[config.mk]
export PLATFORM = sky130hd
export DESIGN_NAME = tracker_log_drain
export DESIGN_NICKNAME = d
export VERILOG_FILES = /design/src/rtl/tracker_pkg.sv /design/src/rtl/tracker_log_drain_ctrl.sv /design/src/rtl/tracker_log_drain_datap.sv /design/src/rtl/tracker_log_drain.sv
export SDC_FILE = /design/constraint.sdc
export NUM_CORES = 1
export LEC_CHECK = 0
export ABC_CLOCK_PERIOD_IN_PS = 6300
export CORE_AREA = 2 2 84 86
export CTS_CLUSTER_DIAMETER = 40
export DETAILED_ROUTE_END_ITERATION = 7
export DIE_AREA = 0 0 86 88
export GPL_TIMING_DRIVEN = 0
export PLACE_DENSITY_LB_ADDON = 0.12
export SYNTH_ARGS = -nofsm -noshare
export SYNTH_HDL_FRONTEND = slang
export SYNTH_SLANG_ARGS = --single-unit
[constraint.sdc]
create_clock -name clk -period 6.3 [get_ports clk]
set_input_delay 0.945 -clock clk [delete_from_list [all_inputs] [get_ports clk]]
set_output_delay 0.945 -clock clk [all_outputs]
set_load 0.03 [all_outputs]
[src/rtl/tracker_pkg.sv]
// Shared tracker NoC flit formats, record layout and drain FSM encoding.
package tracker_pkg;

  localparam int COORD_W = 4;
  localparam int ADDR_W  = 8;

  typedef enum logic [1:0] {
    REQ_META  = 2'd0,
    REQ_ENTRY = 2'd1
  } req_type_e;

  typedef enum logic [2:0] {
    ST_IDLE      = 3'd0,
    ST_META_REQ  = 3'd1,
    ST_META_RESP = 3'd2,
    ST_ENT_REQ   = 3'd3,
    ST_ENT_RESP  = 3'd4,
    ST_REC_OUT   = 3'd5,
    ST_DONE      = 3'd6
  } drain_state_e;

  typedef struct packed {
    logic [15:0] hits;
    logic [7:0]  tag;
    logic [7:0]  way;
  } tracker_stats_struct;

  localparam int TRACKER_STATS_W = $bits(tracker_stats_struct);

  typedef struct packed {
    logic [COORD_W-1:0] dst_x;
    logic [COORD_W-1:0] dst_y;
    logic [COORD_W-1:0] src_x;
    logic [COORD_W-1:0] src_y;
    req_type_e          rtype;
    logic [ADDR_W-1:0]  addr;
  } req_flit_t;

  localparam int REQ_FLIT_W = $bits(req_flit_t);

  // Metadata responses use wrapped/wr_addr, entry responses use stats.
  typedef struct packed {
    logic                wrapped;
    logic [ADDR_W-1:0]   wr_addr;
    tracker_stats_struct stats;
  } resp_flit_t;

  localparam int RESP_FLIT_W = $bits(resp_flit_t);

  function automatic req_flit_t make_req(input int dx, input int dy, input int sx, input int sy,
                                         input req_type_e t, input logic [ADDR_W-1:0] a);
    req_flit_t f;
    f.dst_x = COORD_W'(dx);
    f.dst_y = COORD_W'(dy);
    f.src_x = COORD_W'(sx);
    f.src_y = COORD_W'(sy);
    f.rtype = t;
    f.addr  = a;
    return f;
  endfunction

endpackage

[src/rtl/tracker_log_drain_ctrl.sv]
// Drain sequencing FSM: owns every valid/ready flag and strobes the datapath.
module tracker_log_drain_ctrl
  import tracker_pkg::*;
(
  input  logic clk,
  input  logic rst,
  input  logic start_val_i,
  output logic start_rdy_o,
  output logic drain_req_val_o,
  input  logic drain_req_rdy_i,
  input  logic drain_resp_val_i,
  output logic drain_resp_rdy_o,
  output logic rec_val_o,
  input  logic rec_rdy_i,
  output logic done_val_o,
  output logic busy_o,
  input  logic meta_zero_i,
  input  logic rec_last_i,
  output logic meta_cap_o,
  output logic ent_cap_o,
  output logic rec_adv_o,
  output logic ld_meta_req_o,
  output logic ld_ent_req_o,
  output logic ld_done_o
);

  drain_state_e state_q, state_d;
  logic start_rdy_q, req_val_q, resp_rdy_q, rec_val_q, done_val_q, busy_q;

  // Next-state selection; handshakes are judged against the current state.
  always_comb begin
    state_d = state_q;
    case (state_q)
      ST_IDLE:      if (start_val_i) state_d = ST_META_REQ; else state_d = ST_IDLE;
      ST_META_REQ:  if (drain_req_rdy_i) state_d = ST_META_RESP; else state_d = ST_META_REQ;
      ST_META_RESP: if (drain_resp_val_i) state_d = meta_zero_i ? ST_DONE : ST_ENT_REQ;
                    else state_d = ST_META_RESP;
      ST_ENT_REQ:   if (drain_req_rdy_i) state_d = ST_ENT_RESP; else state_d = ST_ENT_REQ;
      ST_ENT_RESP:  if (drain_resp_val_i) state_d = ST_REC_OUT; else state_d = ST_ENT_RESP;
      ST_REC_OUT:   if (rec_rdy_i) state_d = rec_last_i ? ST_DONE : ST_ENT_REQ;
                    else state_d = ST_REC_OUT;
      ST_DONE:      state_d = ST_IDLE;
      default:      state_d = ST_IDLE;
    endcase
  end

  assign meta_cap_o    = (state_q == ST_META_RESP) && drain_resp_val_i;
  assign ent_cap_o     = (state_q == ST_ENT_RESP) && drain_resp_val_i;
  assign rec_adv_o     = (state_q == ST_REC_OUT) && rec_rdy_i;
  assign ld_meta_req_o = (state_q == ST_IDLE) && start_val_i;
  assign ld_ent_req_o  = (state_d == ST_ENT_REQ) && (state_q != ST_ENT_REQ);
  assign ld_done_o     = (state_d == ST_DONE) && (state_q != ST_DONE);

  // State register with output flags decoded from the next state so they leave on flops.
  always_ff @(posedge clk or posedge rst) begin
    if (rst) begin
      state_q     <= ST_IDLE;
      start_rdy_q <= 1'b1;
      req_val_q   <= 1'b0;
      resp_rdy_q  <= 1'b0;
      rec_val_q   <= 1'b0;
      done_val_q  <= 1'b0;
      busy_q      <= 1'b0;
    end else begin
      state_q     <= state_d;
      start_rdy_q <= (state_d == ST_IDLE);
      req_val_q   <= (state_d == ST_META_REQ) || (state_d == ST_ENT_REQ);
      resp_rdy_q  <= (state_d == ST_META_RESP) || (state_d == ST_ENT_RESP);
      rec_val_q   <= (state_d == ST_REC_OUT);
      done_val_q  <= (state_d == ST_DONE);
      busy_q      <= (state_d != ST_IDLE);
    end
  end

  assign start_rdy_o      = start_rdy_q;
  assign drain_req_val_o  = req_val_q;
  assign drain_resp_rdy_o = resp_rdy_q;
  assign rec_val_o        = rec_val_q;
  assign done_val_o       = done_val_q;
  assign busy_o           = busy_q;

endmodule

[src/rtl/tracker_log_drain_datap.sv]
// Drain datapath: walk counters, ring address arithmetic, request packing and response capture.
module tracker_log_drain_datap
  import tracker_pkg::*;
#(
  parameter int SRC_X              = 0,
  parameter int SRC_Y              = 0,
  parameter int DST_X              = 1,
  parameter int DST_Y              = 0,
  parameter int TRACKER_DEPTH_LOG2 = 4,
  parameter int REQ_NOC_W          = REQ_FLIT_W,
  parameter int RESP_NOC_W         = RESP_FLIT_W
)(
  input  logic                          clk,
  input  logic                          rst,
  input  logic                          meta_cap_i,
  input  logic                          ent_cap_i,
  input  logic                          rec_adv_i,
  input  logic                          ld_meta_req_i,
  input  logic                          ld_ent_req_i,
  input  logic                          ld_done_i,
  input  logic [RESP_NOC_W-1:0]         drain_resp_data_i,
  output logic                          meta_zero_o,
  output logic [REQ_NOC_W-1:0]          drain_req_data_o,
  output logic [TRACKER_STATS_W-1:0]    rec_data_o,
  output logic                          rec_last_o,
  output logic [TRACKER_DEPTH_LOG2:0]   done_count_o
);

  localparam int N = TRACKER_DEPTH_LOG2;

  resp_flit_t          resp_s;
  logic                unused_resp_s;
  logic [N:0]          meta_total_s;
  logic [N-1:0]        meta_base_s;
  logic [N-1:0]        ent_addr_s;
  logic [N:0]          idx_q, idx_d, total_q, total_d, cnt_q, cnt_d;
  logic [N-1:0]        base_q, base_d;
  req_flit_t           req_q, req_d;
  tracker_stats_struct rec_q, rec_d;
  logic                last_q, last_d;

  assign resp_s        = resp_flit_t'(drain_resp_data_i[RESP_FLIT_W-1:0]);
  assign unused_resp_s = ^{resp_s, drain_resp_data_i};

  // A wrapped log is full: oldest entry sits at wr_addr and all 2^N slots are live.
  assign meta_base_s  = resp_s.wrapped ? resp_s.wr_addr[N-1:0] : {N{1'b0}};
  assign meta_total_s = resp_s.wrapped ? {1'b1, {N{1'b0}}} : {1'b0, resp_s.wr_addr[N-1:0]};
  assign meta_zero_o  = (meta_total_s == {(N+1){1'b0}});

  // Next values of the walk state, captured record and outgoing request flit.
  always_comb begin
    idx_d      = idx_q;
    total_d    = total_q;
    base_d     = base_q;
    rec_d      = rec_q;
    last_d     = last_q;
    req_d      = req_q;
    cnt_d      = {(N+1){1'b0}};
    ent_addr_s = {N{1'b0}};
    if (meta_cap_i) begin
      idx_d   = {(N+1){1'b0}};
      total_d = meta_total_s;
      base_d  = meta_base_s;
    end else if (rec_adv_i) begin
      idx_d = idx_q + (N+1)'(1);
    end else begin
      idx_d = idx_q;
    end
    if (ent_cap_i) begin
      rec_d  = resp_s.stats;
      last_d = ((idx_q + (N+1)'(1)) == total_q);
    end else if (rec_adv_i) begin
      last_d = 1'b0;
    end else begin
      last_d = last_q;
    end
    ent_addr_s = base_d + idx_d[N-1:0];
    if (ld_meta_req_i) begin
      req_d = make_req(DST_X, DST_Y, SRC_X, SRC_Y, REQ_META, {ADDR_W{1'b0}});
    end else if (ld_ent_req_i) begin
      req_d = make_req(DST_X, DST_Y, SRC_X, SRC_Y, REQ_ENTRY, ADDR_W'(ent_addr_s));
    end else begin
      req_d = req_q;
    end
    if (ld_done_i) cnt_d = total_d; else cnt_d = {(N+1){1'b0}};
  end

  // Datapath registers; everything returns to zero on reset, including a half-walked drain.
  always_ff @(posedge clk or posedge rst) begin
    if (rst) begin
      idx_q   <= {(N+1){1'b0}};
      total_q <= {(N+1){1'b0}};
      cnt_q   <= {(N+1){1'b0}};
      base_q  <= {N{1'b0}};
      req_q   <= {REQ_FLIT_W{1'b0}};
      rec_q   <= {TRACKER_STATS_W{1'b0}};
      last_q  <= 1'b0;
    end else begin
      idx_q   <= idx_d;
      total_q <= total_d;
      cnt_q   <= cnt_d;
      base_q  <= base_d;
      req_q   <= req_d;
      rec_q   <= rec_d;
      last_q  <= last_d;
    end
  end

  assign drain_req_data_o = REQ_NOC_W'(req_q);
  assign rec_data_o       = rec_q;
  assign rec_last_o       = last_q;
  assign done_count_o     = cnt_q;

endmodule

[src/rtl/tracker_log_drain.sv]
// Drains the tracker log over the NoC: metadata first, then every live entry oldest-first.
module tracker_log_drain
  import tracker_pkg::*;
#(
  parameter int SRC_X              = 0,
  parameter int SRC_Y              = 0,
  parameter int DST_X              = 1,
  parameter int DST_Y              = 0,
  parameter int TRACKER_DEPTH_LOG2 = 4,
  parameter int REQ_NOC_W          = REQ_FLIT_W,
  parameter int RESP_NOC_W         = RESP_FLIT_W
)(
  input  logic                        clk,
  input  logic                        rst,
  input  logic                        start_val,
  output logic                        start_rdy,
  output logic                        drain_req_val,
  output logic [REQ_NOC_W-1:0]        drain_req_data,
  input  logic                        drain_req_rdy,
  input  logic                        drain_resp_val,
  input  logic [RESP_NOC_W-1:0]       drain_resp_data,
  output logic                        drain_resp_rdy,
  output logic                        rec_val,
  output logic [TRACKER_STATS_W-1:0]  rec_data,
  output logic                        rec_last,
  input  logic                        rec_rdy,
  output logic                        done_val,
  output logic [TRACKER_DEPTH_LOG2:0] done_count,
  output logic                        busy
);

  logic meta_zero_s, meta_cap_s, ent_cap_s, rec_adv_s, ld_meta_req_s, ld_ent_req_s, ld_done_s;

  tracker_log_drain_ctrl u_ctrl (
    .clk              (clk),
    .rst              (rst),
    .start_val_i      (start_val),
    .start_rdy_o      (start_rdy),
    .drain_req_val_o  (drain_req_val),
    .drain_req_rdy_i  (drain_req_rdy),
    .drain_resp_val_i (drain_resp_val),
    .drain_resp_rdy_o (drain_resp_rdy),
    .rec_val_o        (rec_val),
    .rec_rdy_i        (rec_rdy),
    .done_val_o       (done_val),
    .busy_o           (busy),
    .meta_zero_i      (meta_zero_s),
    .rec_last_i       (rec_last),
    .meta_cap_o       (meta_cap_s),
    .ent_cap_o        (ent_cap_s),
    .rec_adv_o        (rec_adv_s),
    .ld_meta_req_o    (ld_meta_req_s),
    .ld_ent_req_o     (ld_ent_req_s),
    .ld_done_o        (ld_done_s)
  );

  tracker_log_drain_datap #(
    .SRC_X              (SRC_X),
    .SRC_Y              (SRC_Y),
    .DST_X              (DST_X),
    .DST_Y              (DST_Y),
    .TRACKER_DEPTH_LOG2 (TRACKER_DEPTH_LOG2),
    .REQ_NOC_W          (REQ_NOC_W),
    .RESP_NOC_W         (RESP_NOC_W)
  ) u_datap (
    .clk               (clk),
    .rst               (rst),
    .meta_cap_i        (meta_cap_s),
    .ent_cap_i         (ent_cap_s),
    .rec_adv_i         (rec_adv_s),
    .ld_meta_req_i     (ld_meta_req_s),
    .ld_ent_req_i      (ld_ent_req_s),
    .ld_done_i         (ld_done_s),
    .drain_resp_data_i (drain_resp_data),
    .meta_zero_o       (meta_zero_s),
    .drain_req_data_o  (drain_req_data),
    .rec_data_o        (rec_data),
    .rec_last_o        (rec_last),
    .done_count_o      (done_count)
  );

endmodule

==> impl_metrics.env <==
export IMPL_gp_congestion=0.775
export IMPL_drt_iter0_markers=110
export IMPL_layout_min_cycle_time_ps=3230
export IMPL_clock_sinks=67
export IMPL_synth_avg_cell_area_um2=12.0
export IMPL_antenna_found_initial=0
export IMPL_grt_util_all_layers_pct=17.0
export IMPL_maxSlewViolCount=0
export IMPL_wl_per_cell_um=13.1
export IMPL_setup_viol=0
export IMPL_crit_path_start_kind="input port"
export IMPL_fin_cells=464
export IMPL_syn2layout_area_growth_pct=41.0
export IMPL_skew_ps=10.0
export IMPL_yosysWarnings=0
export IMPL_num_rows=30
export IMPL_tightest_slew_ps=574
export IMPL_cts_max_path_buffers=2
export IMPL_synthCells=257
export IMPL_placedCellCount=448
export IMPL_grt_max_degree=42
export IMPL_boundaryPins=117
export IMPL_drt_pass1_iter_count=4
export IMPL_seq_area_frac_synth_pct=54.4
export IMPL_synth_ff_type="dfrtp_1"
export IMPL_cts_setup_buffers=0
export IMPL_period_share_pct=51.3
export IMPL_vias_per_cell=4.66
export IMPL_overflow=0
export IMPL_insertion_delay_ps=330
export IMPL_slew_headroom_pct=61.7
export IMPL_crit_fanout=10
export IMPL_cts_tree="built"
export IMPL_nets=431
export IMPL_grt_pass1_vias=2060
export IMPL_outcome="complete, no violations"
export IMPL_drcViolationCount=0
export IMPL_die_area_um2=7570
export IMPL_core_um2=6640
export IMPL_cts_root_buf="clkbuf_8"
export IMPL_endpoint_kind="flip-flop"
export IMPL_grt_pass1_wl_mm=9.88
export IMPL_irDropWorstVdd_uv=244
export IMPL_min_path_type="reg -> reg"
export IMPL_synth_edf_count=0
export IMPL_grt_setup_unrepaired="false"
export IMPL_synth_top_cells_by_area="dfrtp_1 (54%), mux2_2 (12%), buf_4 (5.1%), nand2_1 (3.5%), xnor2_1 (1.7%)"
export IMPL_clock_fmax_ghz=0.309
export IMPL_required_ps=6550
export IMPL_initial_core_util_pct=46.4
export IMPL_die_height_um=88
export IMPL_async_reset_ff_share_pct=100
export IMPL_power_total_w=0.00202
export IMPL_die_x_um=86
export IMPL_cts_buffers=9
export IMPL_hold_violations=0
export IMPL_netlist_top_cells_count="dfrtp_1 (66), mux2_2 (32), nand2_1 (29)"
export IMPL_ctsResizeCount=0
export IMPL_ys_types=45
export IMPL_finalSetupTns_ps=0
export IMPL_p_leak_nw=2.01
export IMPL_synth_most_common_cell="dfrtp_1"
export IMPL_ys_seq_elements=67
export IMPL_crit_arrival_ps=3490
export IMPL_p_per_area_nw_per_um2=465
export IMPL_syn_area_um2=3080
export IMPL_clk_pin_slew_ps=70
export IMPL_portBuffers=91
export IMPL_via_count=2164
export IMPL_yosysTopAreaCell="dfrtp_1"
export IMPL_ant_nets=0
export IMPL_cts_max_level=3
export IMPL_dp_hpwl_mm=4.60
export IMPL_postCtsHoldBufs=0
export IMPL_final_util_pct=65.4
export IMPL_totalWireLength_mm=6.07
export IMPL_drive_gt1_share_pct=22.4
export IMPL_drv_cap=0
export IMPL_antenna_cells=0
export IMPL_synth_top_area_share_pct=53.6
export IMPL_setup_worst_path_class="in -> reg"
-- registers in the layout, summed over array words and instances, names as in the netlist --
register / count
u_datap.rec_data_o: 32
u_datap.drain_req_data_o: 6
u_datap.done_count_o: 5
u_datap.idx_q: 5
u_datap.total_q: 5
u_datap.base_q: 4
u_ctrl.state_q: 3
u_ctrl.busy_o: 1
u_ctrl.done_val_o: 1
u_ctrl.drain_req_val_o: 1
u_ctrl.drain_resp_rdy_o: 1
u_ctrl.rec_val_o: 1
u_ctrl.start_rdy_o: 1
u_datap.rec_last_o: 1
-- report_power, final --
group | switching (W) | internal, W | leakage (nW) | total, W
logic | 0.000566 | 0.000478 | 1.07 | 0.00104
clock network | 0.000153 | 0.000139 | 0.0856 | 0.000292
registers | 0.0000807 | 0.000602 | 0.849 | 0.000683
-- cell families (layout without fill, tap and decap cells) --
kind of cell               Yosys count  count (layout)  share of synthesized area [%]
DFF                                 67              67                           54.4
and+or+nand+nor                     66              66                           11.5
buffers and inverters               39             147                           7.88
muxes                               37              37                           13.3
AOI/OAI and AO/OA                   29              29                           6.29
xor gates and xnor gates            13              13                           4.18
adders and majority gates            5               5                           2.27
other                                1              20                          0.122
-- layer usage --
layer	track usage [%]	wire, um
met1	22.7	2820
met2	26.4	2810
met3	3.96	390
met4	8.08	56
met5	0	0
-- through the flow --
| stage | setup WS [ps] | area (um^2) | hold WS, ps |
|---|---|---|---|
| final | 3070 | 4340 | 485 |
| after CTS | 3050 | 4340 | 481 |
| after detailed placement | 2720 | 4180 | 461 |
| after global placement | 2570 | 4160 | 456 |
| after floorplan | 3560 | 3150 | 454 |
| after global routing | 2910 | 4340 | 491 |
-- worst paths after layout --
path / slack [ps] / depth (start not counted) / end / from
max in group asynchronous: 4690 / 3 / u_datap.done_count_o[3]$_DFF_PP0_ / rst
setup / recovery: 3070 / 12 / u_datap.drain_req_data_o[3]$_DFFE_PP0P_ / drain_resp_val
setup reg to reg: 3710 / 12 / u_datap.drain_req_data_o[3]$_DFFE_PP0P_ / u_ctrl.state_q[2]$_DFF_PP0_
hold reg to reg: 490 / 1 / u_datap.drain_req_data_o[22]$_DFFE_PP0P_ / u_datap.drain_req_data_o[22]$_DFFE_PP0P_
hold / removal: 490 / 1 / u_datap.drain_req_data_o[22]$_DFFE_PP0P_ / u_datap.drain_req_data_o[22]$_DFFE_PP0P_
min in group asynchronous: 990 / 2 / u_ctrl.busy_o$_DFF_PP0_ / rst
-- cell type report --
class	count	area [um^2]
Tap cell	80	100
Sequential cell	67	1680
Clock inverter	6	32.5
Multi-Input combinational cell	170	1230
Timing Repair Buffer	92	931
Fill cell	546	2300
Inverter	8	30.0
Buffer	31	213
Clock buffer	10	128
-- placed cells by master (no fill, tap or decap), types with 2 or more instances in the layout --
master and n:
clkdlybuf4s50_1 91, dfrtp_1 66, mux2_2 32, nand2_1 29
buf_4 21, conb_1 20, o21ai_0 10, clkbuf_8 9
buf_2 8, nor2_1 7, inv_1 7, nand3_1 6
xnor2_1 6, xor2_1 6, a21oi_1 6, nor2b_1 5
mux2i_1 5, clkinv_2 5, nand2b_1 4, ha_1 4
o21ai_2 2, a21o_1 2, nand3b_1 2, nor3_1 2
clkbuf_1 2, or3_1 2
-- critical path: stages --
cell             delay (ps)
clkdlybuf4s50_1         580
nand4bb_1               200
buf_2                   230
buf_2                   200
nand2_1                  80
o21a_1                  160
inv_1                    70
ha_1                    280
a21o_1                  180
a21oi_1                 180
xor3_1                  250
mux2i_1                 130
No activity file was read; power rests on OpenSTA's default activity.
